--- src/rtl/io_pwr_seq_ctrl.sv ---
// Power sequencer for the GF22FDX EG 1.8V IO ring: isolation, retention and OE permit.
// Optional supply-wait timeout enabled by defining IO_PWR_SEQ_TIMEOUT_EN.
module io_pwr_seq_ctrl #(
   parameter int unsigned DEB_CYC     = 16,
   parameter int unsigned SETTLE_CYC  = 32,
   parameter int unsigned CNT_W       = 8,
   parameter int unsigned TIMEOUT_CYC = 200
) (
   input  logic       clk,
   input  logic       rst_n,
   input  logic       vddio_ok_i,
   input  logic       vdd_ok_i,
   input  logic       pwr_req_i,
   input  logic       ret_req_i,
   output logic       pad_iso_o,
   output logic       pad_ret_o,
   output logic       pad_oe_en_o,
   output logic       io_ready_o,
   output logic       fault_o,
   output logic [2:0] state_o
);

   localparam logic [2:0] S_OFF    = 3'd0;
   localparam logic [2:0] S_WAIT   = 3'd1;
   localparam logic [2:0] S_DEB    = 3'd2;
   localparam logic [2:0] S_SETTLE = 3'd3;
   localparam logic [2:0] S_ACTIVE = 3'd4;
   localparam logic [2:0] S_RETAIN = 3'd5;
   localparam logic [2:0] S_FAULT  = 3'd6;

   localparam longint unsigned CNT_CAP = (64'd1 << CNT_W) - 64'd1;
   localparam longint unsigned NEED_DS = (DEB_CYC > SETTLE_CYC) ? 64'(DEB_CYC) : 64'(SETTLE_CYC);
`ifdef IO_PWR_SEQ_TIMEOUT_EN
   localparam longint unsigned NEED = (64'(TIMEOUT_CYC) > NEED_DS) ? 64'(TIMEOUT_CYC) : NEED_DS;
`else
   localparam longint unsigned NEED = NEED_DS;
`endif

   generate
      if (NEED > CNT_CAP || DEB_CYC < 2 || SETTLE_CYC < 1) begin : g_param_chk
         $error("io_pwr_seq_ctrl: CNT_W too narrow or cycle parameters out of range");
      end
   endgenerate

   logic             vio_s1_q, vio_q, vcore_s1_q, vcore_q;
   logic [2:0]       state_q, state_d;
   logic [CNT_W-1:0] cnt_q, cnt_d, cnt_inc;
   logic             iso_q, ret_q, oe_q, rdy_q, fault_q;
   logic             iso_d, ret_d, oe_d, rdy_d, fault_d;
   logic             both_ok, timeout_hit;

   assign both_ok = vio_q & vcore_q;
   assign cnt_inc = (cnt_q == '1) ? cnt_q : cnt_q + 1'b1;

`ifdef IO_PWR_SEQ_TIMEOUT_EN
   assign timeout_hit = !both_ok && (cnt_q == CNT_W'(TIMEOUT_CYC - 1));
`else
   assign timeout_hit = 1'b0;
`endif

   always_comb begin
      state_d = state_q;
      cnt_d   = cnt_q;
      case (state_q)
         S_OFF: begin
            cnt_d = '0;
            if (pwr_req_i) state_d = S_WAIT;
         end
         S_WAIT: begin
`ifdef IO_PWR_SEQ_TIMEOUT_EN
            cnt_d = cnt_inc;
`else
            cnt_d = '0;
`endif
            if (timeout_hit) state_d = S_FAULT;
            else if (!pwr_req_i) state_d = S_OFF;
            else if (both_ok) begin
               state_d = S_DEB;
               cnt_d   = '0;
            end
         end
         S_DEB: begin
            // A supply drop here is a glitch, not a fault: restart the wait.
            if (!both_ok) begin
               state_d = S_WAIT;
               cnt_d   = '0;
            end else if (!pwr_req_i) state_d = S_OFF;
            else if (cnt_q == CNT_W'(DEB_CYC - 1)) begin
               state_d = S_SETTLE;
               cnt_d   = '0;
            end else cnt_d = cnt_inc;
         end
         S_SETTLE: begin
            cnt_d = cnt_inc;
            if (!both_ok) state_d = S_FAULT;
            else if (!pwr_req_i) state_d = S_OFF;
            else if (cnt_q == CNT_W'(SETTLE_CYC - 1)) state_d = S_ACTIVE;
         end
         S_ACTIVE: begin
            if (!both_ok) state_d = S_FAULT;
            else if (!pwr_req_i) state_d = S_OFF;
            else if (ret_req_i) state_d = S_RETAIN;
         end
         S_RETAIN: begin
            // Core may power down while retained; only VDDIO loss is fatal.
            if (!vio_q) state_d = S_FAULT;
            else if (!pwr_req_i) state_d = S_OFF;
            else if (!ret_req_i && vcore_q) begin
               state_d = S_SETTLE;
               cnt_d   = '0;
            end
         end
         S_FAULT: begin
            if (!pwr_req_i) state_d = S_OFF;
         end
         default: state_d = S_OFF;
      endcase
   end

   always_comb begin
      iso_d   = 1'b1;
      ret_d   = 1'b0;
      oe_d    = 1'b0;
      rdy_d   = 1'b0;
      fault_d = 1'b0;
      case (state_d)
         S_SETTLE: iso_d = 1'b0;
         S_ACTIVE: begin
            iso_d = 1'b0;
            oe_d  = 1'b1;
            rdy_d = 1'b1;
         end
         S_RETAIN: ret_d   = 1'b1;
         S_FAULT:  fault_d = 1'b1;
         default:  ;
      endcase
   end

   always_ff @(posedge clk or negedge rst_n) begin
      if (!rst_n) begin
         vio_s1_q   <= 1'b0;
         vio_q      <= 1'b0;
         vcore_s1_q <= 1'b0;
         vcore_q    <= 1'b0;
         state_q    <= S_OFF;
         cnt_q      <= '0;
         iso_q      <= 1'b1;
         ret_q      <= 1'b0;
         oe_q       <= 1'b0;
         rdy_q      <= 1'b0;
         fault_q    <= 1'b0;
      end else begin
         vio_s1_q   <= vddio_ok_i;
         vio_q      <= vio_s1_q;
         vcore_s1_q <= vdd_ok_i;
         vcore_q    <= vcore_s1_q;
         state_q    <= state_d;
         cnt_q      <= cnt_d;
         iso_q      <= iso_d;
         ret_q      <= ret_d;
         oe_q       <= oe_d;
         rdy_q      <= rdy_d;
         fault_q    <= fault_d;
      end
   end

   assign pad_iso_o   = iso_q;
   assign pad_ret_o   = ret_q;
   assign pad_oe_en_o = oe_q;
   assign io_ready_o  = rdy_q;
   assign fault_o     = fault_q;
   assign state_o     = state_q;

endmodule
--- config.mk ---
export PLATFORM = sky130hd
export DESIGN_NAME = io_pwr_seq_ctrl
export DESIGN_NICKNAME = d
export VERILOG_FILES = /design/src/rtl/io_pwr_seq_ctrl.sv
export SDC_FILE = /design/constraint.sdc
export NUM_CORES = 1
export LEC_CHECK = 0
export ABC_AREA = 1
export CAP_MARGIN = 30
export CORE_MARGIN = 1
export CORE_UTILIZATION = 29
export DETAILED_ROUTE_END_ITERATION = 8
export GPL_ROUTABILITY_DRIVEN = 0
export SYNTH_ARGS = -nofsm -noshare
export SYNTH_HDL_FRONTEND = slang
export SYNTH_SLANG_ARGS = --single-unit
--- constraint.sdc ---
create_clock -name clk -period 3 [get_ports clk]
set_input_delay 0.3 -clock clk [delete_from_list [all_inputs] [get_ports clk]]
set_output_delay 0.3 -clock clk [all_outputs]
set_load 0.02 [all_outputs]
==> results of run 1 <==
## final cells by class
cell class / count / area share, %
Multi-Input combinational cell: 118 / 42.0
Sequential cell: 19 / 34.2
Timing Repair Buffer: 13 / 9.33
Inverter: 25 / 6.91
Tap cell: 48 / 4.30
Clock buffer: 3 / 2.96
Clock inverter: 1 / 0.359
## report_power, final
part / total [W] / switching (W) / internal [W]
clock network: 0.000176 / 0.0000833 / 0.0000923
logic: 0.000473 / 0.000294 / 0.000179
registers: 0.000366 / 0.0000654 / 0.000301
total: 0.00101 / 0.000443 / 0.000572
## cells by family (layout without fill, tap and decap cells)
group	after synthesis	after routing
AO/OA/AOI/OAI	18	18
AND/OR/NAND/NOR	99	99
adder cells (fa/ha/maj)	1	1
flip-flops	19	19
buffers and inverters	28	42
## flip-flops by register name (all words and copies together), names as in the netlist
name,cells
cnt_q,8
fault_o,1
io_ready_o,1
pad_iso_o,1
pad_ret_o,1
state_o,3
vcore_q,1
vcore_s1_q,1
vio_q,1
vio_s1_q,1
## cells in the final DEF, fill, tap and decap left out
| master | netlist | layout |
|---|---|---|
| nand2_1 | 44 | 44 |
| inv_1 | 20 | 20 |
| nand3_1 | 20 | 20 |
| nor2_1 | 19 | 19 |
| dfrtp_1 | 18 | 18 |
| clkdlybuf4s50_1 | 0 | 13 |
| o21ai_0 | 6 | 6 |
| nor2_2 | 5 | 5 |
| a21oi_1 | 5 | 5 |
| nand2_2 | 4 | 4 |
| inv_2 | 4 | 4 |
| clkbuf_8 | 0 | 3 |
| nor3_1 | 2 | 2 |
| nor2_4 | 2 | 2 |
| o22ai_1 | 2 | 2 |
| nand3_2 | 1 | 1 |
| o21ai_4 | 1 | 1 |
| o21ai_2 | 1 | 1 |
| nor2_8 | 1 | 1 |
| inv_4 | 1 | 1 |
| a31oi_1 | 1 | 1 |
| o21ai_1 | 1 | 1 |
| nand4_1 | 1 | 1 |
| o211ai_1 | 1 | 1 |
| ha_1 | 1 | 1 |
| clkinv_2 | 0 | 1 |
| dfstp_2 | 1 | 1 |
## per-layer routing
layer	wire length (um)	global-route usage, %
met1	1250	19.3
met4	61	7.61
met5	0	0
met2	1010	19.6
met3	101	1.03
## worst reg2reg max path: stages (launching register included)
cell and delay (ns):
dfrtp_1 0.46, ha_1 0.23, nand2_2 0.09, nor2_1 0.22
nand3_1 0.23, nand3_1 0.15, nor2_1 0.07, nand2_1 0.06
nand2_1 0.04, nand2_1 0.06, nor2_1 0.05
## per-stage QoR
| stage | instance area [um^2] | utilization (%) |
|---|---|---|
| 2_1_floorplan | 1180 | - |
| 3_3_place_gp | 1350 | 35.5 |
| 3_5_place_dp | 1350 | 35.5 |
| 4_1_cts | 1400 | 36.7 |
| 5_1_grt | 1400 | 36.7 |
| 6_report | 1400 | 36.7 |
## worst min-delay path by stage
stage	startpoint	endpoint	cells after the start
after floorplan	rst_n	cnt_q[0]$_DFFE_PN0P_	0
after global placement	vio_s1_q$_DFF_PN0_	vio_q$_DFF_PN0_	0
after detailed placement	vio_s1_q$_DFF_PN0_	vio_q$_DFF_PN0_	0
after CTS	vio_s1_q$_DFF_PN0_	vio_q$_DFF_PN0_	0
after global routing	vio_s1_q$_DFF_PN0_	vio_q$_DFF_PN0_	0
final	vio_s1_q$_DFF_PN0_	vio_q$_DFF_PN0_	0
==> results.toml, run 1 <==
[timing]
setup_ws_ns = 1.21
clock_skew_ns = 0.00112
period_share_pct = 59.8
finalSetupViolCount = 0
whs_ns = 0.349
fin_tns_setup_ns = 0
fmaxAchievable_mhz = 558
worst_pin_slew_ns = 0.820
fin_crit_ns = 1.79
max-slew-margin-rel_pct = 45.2
finalHoldViolCount = 0
drv_slew = 0
grt_setup_unrepaired = "false"

[critical_path]
slowest_delay_ns = 0.68
r2r-end = "cnt_q[4]$_DFFE_PN0P_"
crit_family = "buffers and inverters"
cp.depth = 1
rr_worst_depth = 10
cp_max_fo = 9
crit_arrival_ns = 1.49
worstSetupPathType = "reg2out"
r2r_slack_ns = 1.24
worstPathBufferInverterCount = 1
worst_setup_path_start_kind = "flop"
slowest_stage = "clkdlybuf4s50_1"
cp_cell_sequence = "clkdlybuf4s50_1"
cp.required_ns = 2.70
r2r-start = "cnt_q[0]$_DFFE_PN0P_"
end_kind = "primary output"
critical_path.endpoint = "state_o[2]"
startpoint = "state_o[2]$_DFF_PN0_"

[layout]
final-instance-count-excl-fill = 227
fin_nets = 187
multi_input_area_um2 = 586
area_growth_pct = 17.7
drive_above_1_share_pct = 14.0
regArea_um2 = 477
fillers = 411
diodes = 0

[cts]
path_clk_slew_ns = 0.07
cts_tree = "built"
clock_path_buffers = 2
clock_latency_ns = 0.26
post_cts_buffers = 0
cts.root.buffer_cell = "clkbuf_8"
ctsResizeCount = 0
clock-sinks = 19
cts_hold_buf = 0
cts_made_buffers = 3
htreeDepth = 1

[yosys]
synthSimpleGateAreaFrac_pct = 39.0
synth.top_cell.area_share_pct = 38.0
synthAdderAreaFrac_pct = 1.06
synth_area_mm2 = 0.00118
synth_area_leaders = "dfrtp_1 (38%), nand2_1 (14%), nand3_1 (8.4%)"
muxShareOfSynthArea_pct = 0
synth_most_common_cell = "nand2_1"
synth_top_area_cell = "dfrtp_1"
async_reset_ff_share_pct = 100
syn-num-nets = 172
synth_xor_area_share_pct = 0
ys.flop_type = "dfrtp_1"
syn_inst = 165
ys_top_cells_by_count = "nand2_1 (44), inv_1 (20), nand3_1 (20)"
synth_compound_area_share_pct = 9.40
syn_area_per_cell_um2 = 7.18
synth_cell_types = 26
synth_warnings = 0
synth_edf_count = 0
synth-seq-area-share_pct = 40.2
synth_seq_cells = 19
synth_top_family_by_area = "simple AND/OR/NAND/NOR gates"

[floorplanning]
die_area_mm2 = 0.00435
die_y_um = 65.9
start_util_pct = 31.2
coreArea_mm2 = 0.00380
dieWidth_um = 65.9
core.rowCount = 22
io_pins = 14

[global_routing]
gr-total-overflow = 0
grt_pass1_wl_um = 4400
grt_pass1_vias = 1034
grt_usage_pct = 13.5
antenna_found_initial = 0
grt_start_max_net_pins = 20

[routing]
wl_per_cell_um = 10.6
drcViolationCount = 0
firstDrtPassIters = 4
routed-via-count = 1036
ant_nets = 0
vias_per_cell = 4.56
drt-initial-drc-count = 42
routed_wl_um = 2420

[job]
max_cap_viol_count = 0

[min_path]
hp-class = "reg2reg"

[outcome]
outcome = "completed"

[placement]
dpl_worst_slack_ns = 1.16
port_buffers = 13
dpl.hpwl_um = 1850
post-place-cells = 223

[power_and_ir_drop]
power.total_w = 0.00101
cellPowerDensity_mw_per_mm2 = 727
peakVddDrop_v = 0.000410
p_leak_nw = 0.675
(Power assumes the default switching activity.)
==> run 2: changes to the inputs <==
==> constraint.sdc (replaced) <==
create_clock -name clk -period 1.6 [get_ports clk]
set_input_delay 0.16 -clock clk [delete_from_list [all_inputs] [get_ports clk]]
set_output_delay 0.16 -clock clk [all_outputs]
set_load 0.02 [all_outputs]
==> run 2 against run 1 <==
Compared with the run above:
- final cell count grew 9.3%
- combinational power grew 150%
- sequential power grew 82%
==> results.toml, run 2 (same netlist as run 1, synthesis figures left out) <==
[global_routing]
antenna_found_initial = 0
use_met3_pct = 1.21
gr-usage-met1_pct = 17.3
grt_pass1_wl_um = 4170
busiest_layer = "met2"
grt_usage_pct = 12.8
grt_pass1_vias = 995
grt_use_met2_pct = 19.9
gr-total-overflow = 0
grt_start_max_net_pins = 20

[timing]
period_share_pct = 95.4
fin_crit_ns = 1.53
fin_tns_setup_ns = 0
drv_slew = 0
grt_setup_unrepaired = "true"
whs_ns = 0.227
fmaxAchievable_mhz = 655
finalSetupViolCount = 0
finalHoldViolCount = 0
worst_pin_slew_ns = 0.283
max-slew-margin-rel_pct = 81.0
setup_ws_ns = 0.0740
clock_skew_ns = 0.00110

[critical_path]
worstSetupPathType = "reg2reg"
cp_max_fo = 8
crit_arrival_ns = 1.68
end_kind = "flop"
cp.required_ns = 1.75
worst_setup_path_start_kind = "flop"
r2r_slack_ns = 0.07

[layout]
largest_register_ffs = 8
fillers = 377
drive_above_1_share_pct = 27.5
largest_register = "cnt_q"
area_growth_pct = 37.7
diodes = 0
regArea_um2 = 480
fin_nets = 208
finalInstanceArea_mm2 = 0.00163
mostFrequentLayoutCell = "nand2_1"
layout_common_cells = "nand2_1 (42), inv_1 (20), nor2_1 (19), nand3_1 (19), buf_4 (19)"
multi_input_area_um2 = 646

[routing]
ant_nets = 0
routed_wl_um = 2650
firstDrtPassIters = 4
wl_per_cell_um = 10.7
drt-initial-drc-count = 83
drcViolationCount = 0
vias_per_cell = 4.54
routed-via-count = 1127

[outcome]
outcome = "completed"

[cts]
cts.root.buffer_cell = "clkbuf_8"
clock-sinks = 19
path_clk_slew_ns = 0.07
cts_hold_buf = 0
clock_path_buffers = 2
cts_made_buffers = 3
clock_latency_ns = 0.25
htreeDepth = 1
cts_tree = "built"

[power_and_ir_drop]
seqPwrFrac_pct = 30.6
cellPowerDensity_mw_per_mm2 = 1330
switching_power_w = 0.000897
clockPowerShare_pct = 14.9
peakVddDrop_v = 0.000674
power.total_w = 0.00217
power_frac_comb_pct = 54.5
swShare_pct = 41.2
intPower_w = 0.00128
p_leak_nw = 0.804

[floorplanning]
die_area_mm2 = 0.00435
start_util_pct = 31.2
core.rowCount = 22
die_y_um = 65.9
io_pins = 14
coreArea_mm2 = 0.00380
dieWidth_um = 65.9

[min_path]
hp-class = "in2async"

[placement]
place_area_mm2 = 0.00147
dpl.hpwl_um = 2010
port_buffers = 13
dpl_worst_slack_ns = -0.0496

[job]
max_cap_viol_count = 0
[run 2: worst paths after layout]
| kind | from | to | depth (start not counted) |
|---|---|---|---|
| worst max register to register | state_o[1]$_DFF_PN0_ | cnt_q[3]$_DFFE_PN0P_ | 11 |
| worst max-delay path | state_o[1]$_DFF_PN0_ | cnt_q[3]$_DFFE_PN0P_ | 11 |
| min in group clk | vdd_ok_i | vcore_s1_q$_DFF_PN0_ | 1 |
| worst min-delay path | rst_n | cnt_q[2]$_DFFE_PN0P_ | 2 |
| max in group asynchronous | rst_n | pad_iso_o$_DFF_PN1_ | 2 |
| worst min register to register | vio_s1_q$_DFF_PN0_ | vio_q$_DFF_PN0_ | 0 |
[run 2: layout make-up]
cell class                 count  share of cell area [%]
tap                           48                    3.68
timing repair buffer          34                    18.6
clock inverter                 1                   0.307
multi-input combinational    118                    39.6
clock buffer                   3                    2.53
inverter                      25                    5.90
sequential                    19                    29.4
[run 2: what timing repair did]
item	4_1_cts	5_1_grt
setup endpoints to repair	2	7
buffers inserted	1	4
gates resized for setup	3	16
endpoints found under the hold margin	0	0
pin swaps	0	8
[run 2: worst max-delay path, cell delays in order (launching register included)]
cell	delay, ns
dfrtp_2	0.42
buf_12	0.14
nor2_4	0.10
nand2_2	0.07
o21ai_2	0.12
inv_2	0.07
nor2_8	0.17
inv_4	0.06
nor2_4	0.13
inv_2	0.04
nand2_1	0.06
nor2_2	0.03
[run 2: power by group through the flow]
stage / Combinational, W / Clock (W) / Sequential (W)
finish: 0.00118 / 0.000324 / 0.000666
global route: 0.00131 / 0.000363 / 0.000677
CTS: 0.00107 / 0.000344 / 0.000653
detailed placement: 0.00104 / 0 / 0.000668
global placement: 0.00104 / 0 / 0.000668
floorplan: 0.000653 / 0 / 0.000700
[run 2: per-stage QoR]
step	util [%]	cells
finish	43.0	248
global route	43.0	248
CTS	40.4	244
detailed placement	38.7	239
global placement	38.7	239
floorplan	-	165
[run 2: routing by layer]
| layer | share of wire, % | vias to the layer above |
|---|---|---|
| li1 | - | 589 |
| met1 | 47 | 497 |
| met2 | 45 | 34 |
| met3 | 5.0 | 7 |
| met4 | 2.5 | 0 |
| met5 | 0 | - |
==> run 3: changes to the inputs <==
--- a/config.mk
+++ b/config.mk
@@ -11,6 +11,8 @@
 export CORE_UTILIZATION = 29
 export DETAILED_ROUTE_END_ITERATION = 8
 export GPL_ROUTABILITY_DRIVEN = 0
+export SLEW_MARGIN = 20
 export SYNTH_ARGS = -nofsm -noshare
 export SYNTH_HDL_FRONTEND = slang
 export SYNTH_SLANG_ARGS = --single-unit
+export TNS_END_PERCENT = 10
==> run 3 against run 2 <==
Compared with the run above:
- sequential share of layout area unchanged
- total power unchanged
- clock power about the same
- global-route usage is the same
- critical path depth unchanged
- routed wire length unchanged
- count of clock-buffer cells in the layout stayed put
==> results.toml, run 3 (same netlist as run 1, synthesis figures left out) <==
[outcome]
outcome = "completed"

[layout]
fin_nets = 208
largest_register_ffs = 8
post-route-util_pct = 43.0
layout_common_cells = "nand2_1 (42), inv_1 (20), nor2_1 (19), nand3_1 (19), buf_4 (19)"
area_growth_pct = 37.7
fillers = 377
finalInstanceArea_mm2 = 0.00163
mostFrequentLayoutCell = "nand2_1"
regArea_um2 = 480
diodes = 0
drive_above_1_share_pct = 27.5
largest_register = "cnt_q"
multi_input_area_um2 = 646

[floorplanning]
die_area_mm2 = 0.00435
coreArea_mm2 = 0.00380
start_util_pct = 31.2
io_pins = 14
core.rowCount = 22
dieWidth_um = 65.9
die_y_um = 65.9

[cts]
clock_path_buffers = 2
cts.root.buffer_cell = "clkbuf_8"
clock_latency_ns = 0.25
htreeDepth = 1
cts_made_buffers = 3
cts_tree = "built"
clock-sinks = 19
path_clk_slew_ns = 0.07

[routing]
drt-initial-drc-count = 83
ant_nets = 0
routed_wl_um = 2650
routed-via-count = 1127
drcViolationCount = 0
vias_per_cell = 4.54
firstDrtPassIters = 4
wl_per_cell_um = 10.7

[timing]
fin_tns_setup_ns = 0
drv_slew = 0
worst_pin_slew_ns = 0.283
finalSetupViolCount = 0
grt_setup_unrepaired = "true"
period_share_pct = 95.4
fin_crit_ns = 1.53
clock_skew_ns = 0.00110
finalHoldViolCount = 0
max-slew-margin-rel_pct = 81.0
fmaxAchievable_mhz = 655

[critical_path]
cp_max_fo = 8
crit_arrival_ns = 1.68
worst_setup_path_start_kind = "flop"
end_kind = "flop"
worstSetupPathType = "reg2reg"
cp.required_ns = 1.75
startpoint = "state_o[1]$_DFF_PN0_"
r2r-start = "state_o[1]$_DFF_PN0_"

[power_and_ir_drop]
intPower_w = 0.00128
swShare_pct = 41.2
peakVddDrop_v = 0.000674
seqPwrFrac_pct = 30.6
cellPowerDensity_mw_per_mm2 = 1330
clockPowerShare_pct = 14.9
switching_power_w = 0.000897
power.total_w = 0.00217
power_frac_comb_pct = 54.5
p_leak_nw = 0.804

[global_routing]
grt_pass1_vias = 995
antenna_found_initial = 0
grt_pass1_wl_um = 4170
gr-total-overflow = 0
grt_usage_pct = 12.8
grt_start_max_net_pins = 20

[placement]
place_area_mm2 = 0.00147
port_buffers = 13
dpl.hpwl_um = 2010

[job]
max_cap_viol_count = 0

[min_path]
hp-class = "in2async"
run 3: cell counts in the layout (fill, tap and decap cells not counted):
No cell type changed its count.
run 3: area by class of cell:
type	instances	share of cell area, %
clock buffer	3	2.53
clock inverter	1	0.307
inverter	25	5.90
multi-input combinational	118	39.6
sequential	19	29.4
tap	48	3.68
timing repair buffer	34	18.6
run 3: path summary, 6_finish.rpt:
check / slack [ns] / end / cells past startpoint
setup / recovery: 0.07 / cnt_q[3]$_DFFE_PN0P_ / 11
hold / removal: 0.23 / cnt_q[2]$_DFFE_PN0P_ / 2
setup reg to reg: 0.07 / cnt_q[3]$_DFFE_PN0P_ / 11
hold reg to reg: 0.35 / vio_q$_DFF_PN0_ / 0
max in group asynchronous: 1.12 / pad_iso_o$_DFF_PN1_ / 2
min in group clk: 0.34 / vcore_s1_q$_DFF_PN0_ / 1
run 3: per-stage QoR:
stage	hold slack (ns)	setup slack (ns)	instances
after floorplan	-0.136	0.0957	165
after detailed placement	0.336	-0.0496	239
after global placement	0.335	-0.0152	239
after CTS	0.230	0.0276	244
final	0.227	0.0740	248
after global routing	0.258	-0.0191	248
run 3: power groups by stage:
stage / Sequential [W] / Combinational (W) / Clock (W)
after floorplan: 0.000700 / 0.000653 / 0
after CTS: 0.000653 / 0.00107 / 0.000344
after global routing: 0.000677 / 0.00131 / 0.000363
after detailed placement: 0.000668 / 0.00104 / 0
final: 0.000666 / 0.00118 / 0.000324
after global placement: 0.000668 / 0.00104 / 0
run 3: worst max-delay path, stage by stage (launching register included):
cell and delay (ns):
dfrtp_2 0.42, buf_12 0.14, nor2_4 0.10, nand2_2 0.07
o21ai_2 0.12, inv_2 0.07, nor2_8 0.17, inv_4 0.06
nor2_4 0.13, inv_2 0.04, nand2_1 0.06, nor2_2 0.03
run 3: what timing repair did:
action / 4_1_cts / 5_1_grt
hold buffers: 0 / 0
pin swaps: 0 / 8
endpoints found under the setup margin: 2 / 7
setup buffers: 1 / 4
cloned: 0 / 0
gates resized for setup: 3 / 16
run 3: routing by layer:
layer / part of all wire (%) / GRT usage, % / wire (um)
met1: 47 / 17.3 / 1250
met3: 5.0 / 1.21 / 132
met5: 0 / 0 / 0
met2: 45 / 19.9 / 1200
met4: 2.5 / 7.34 / 66
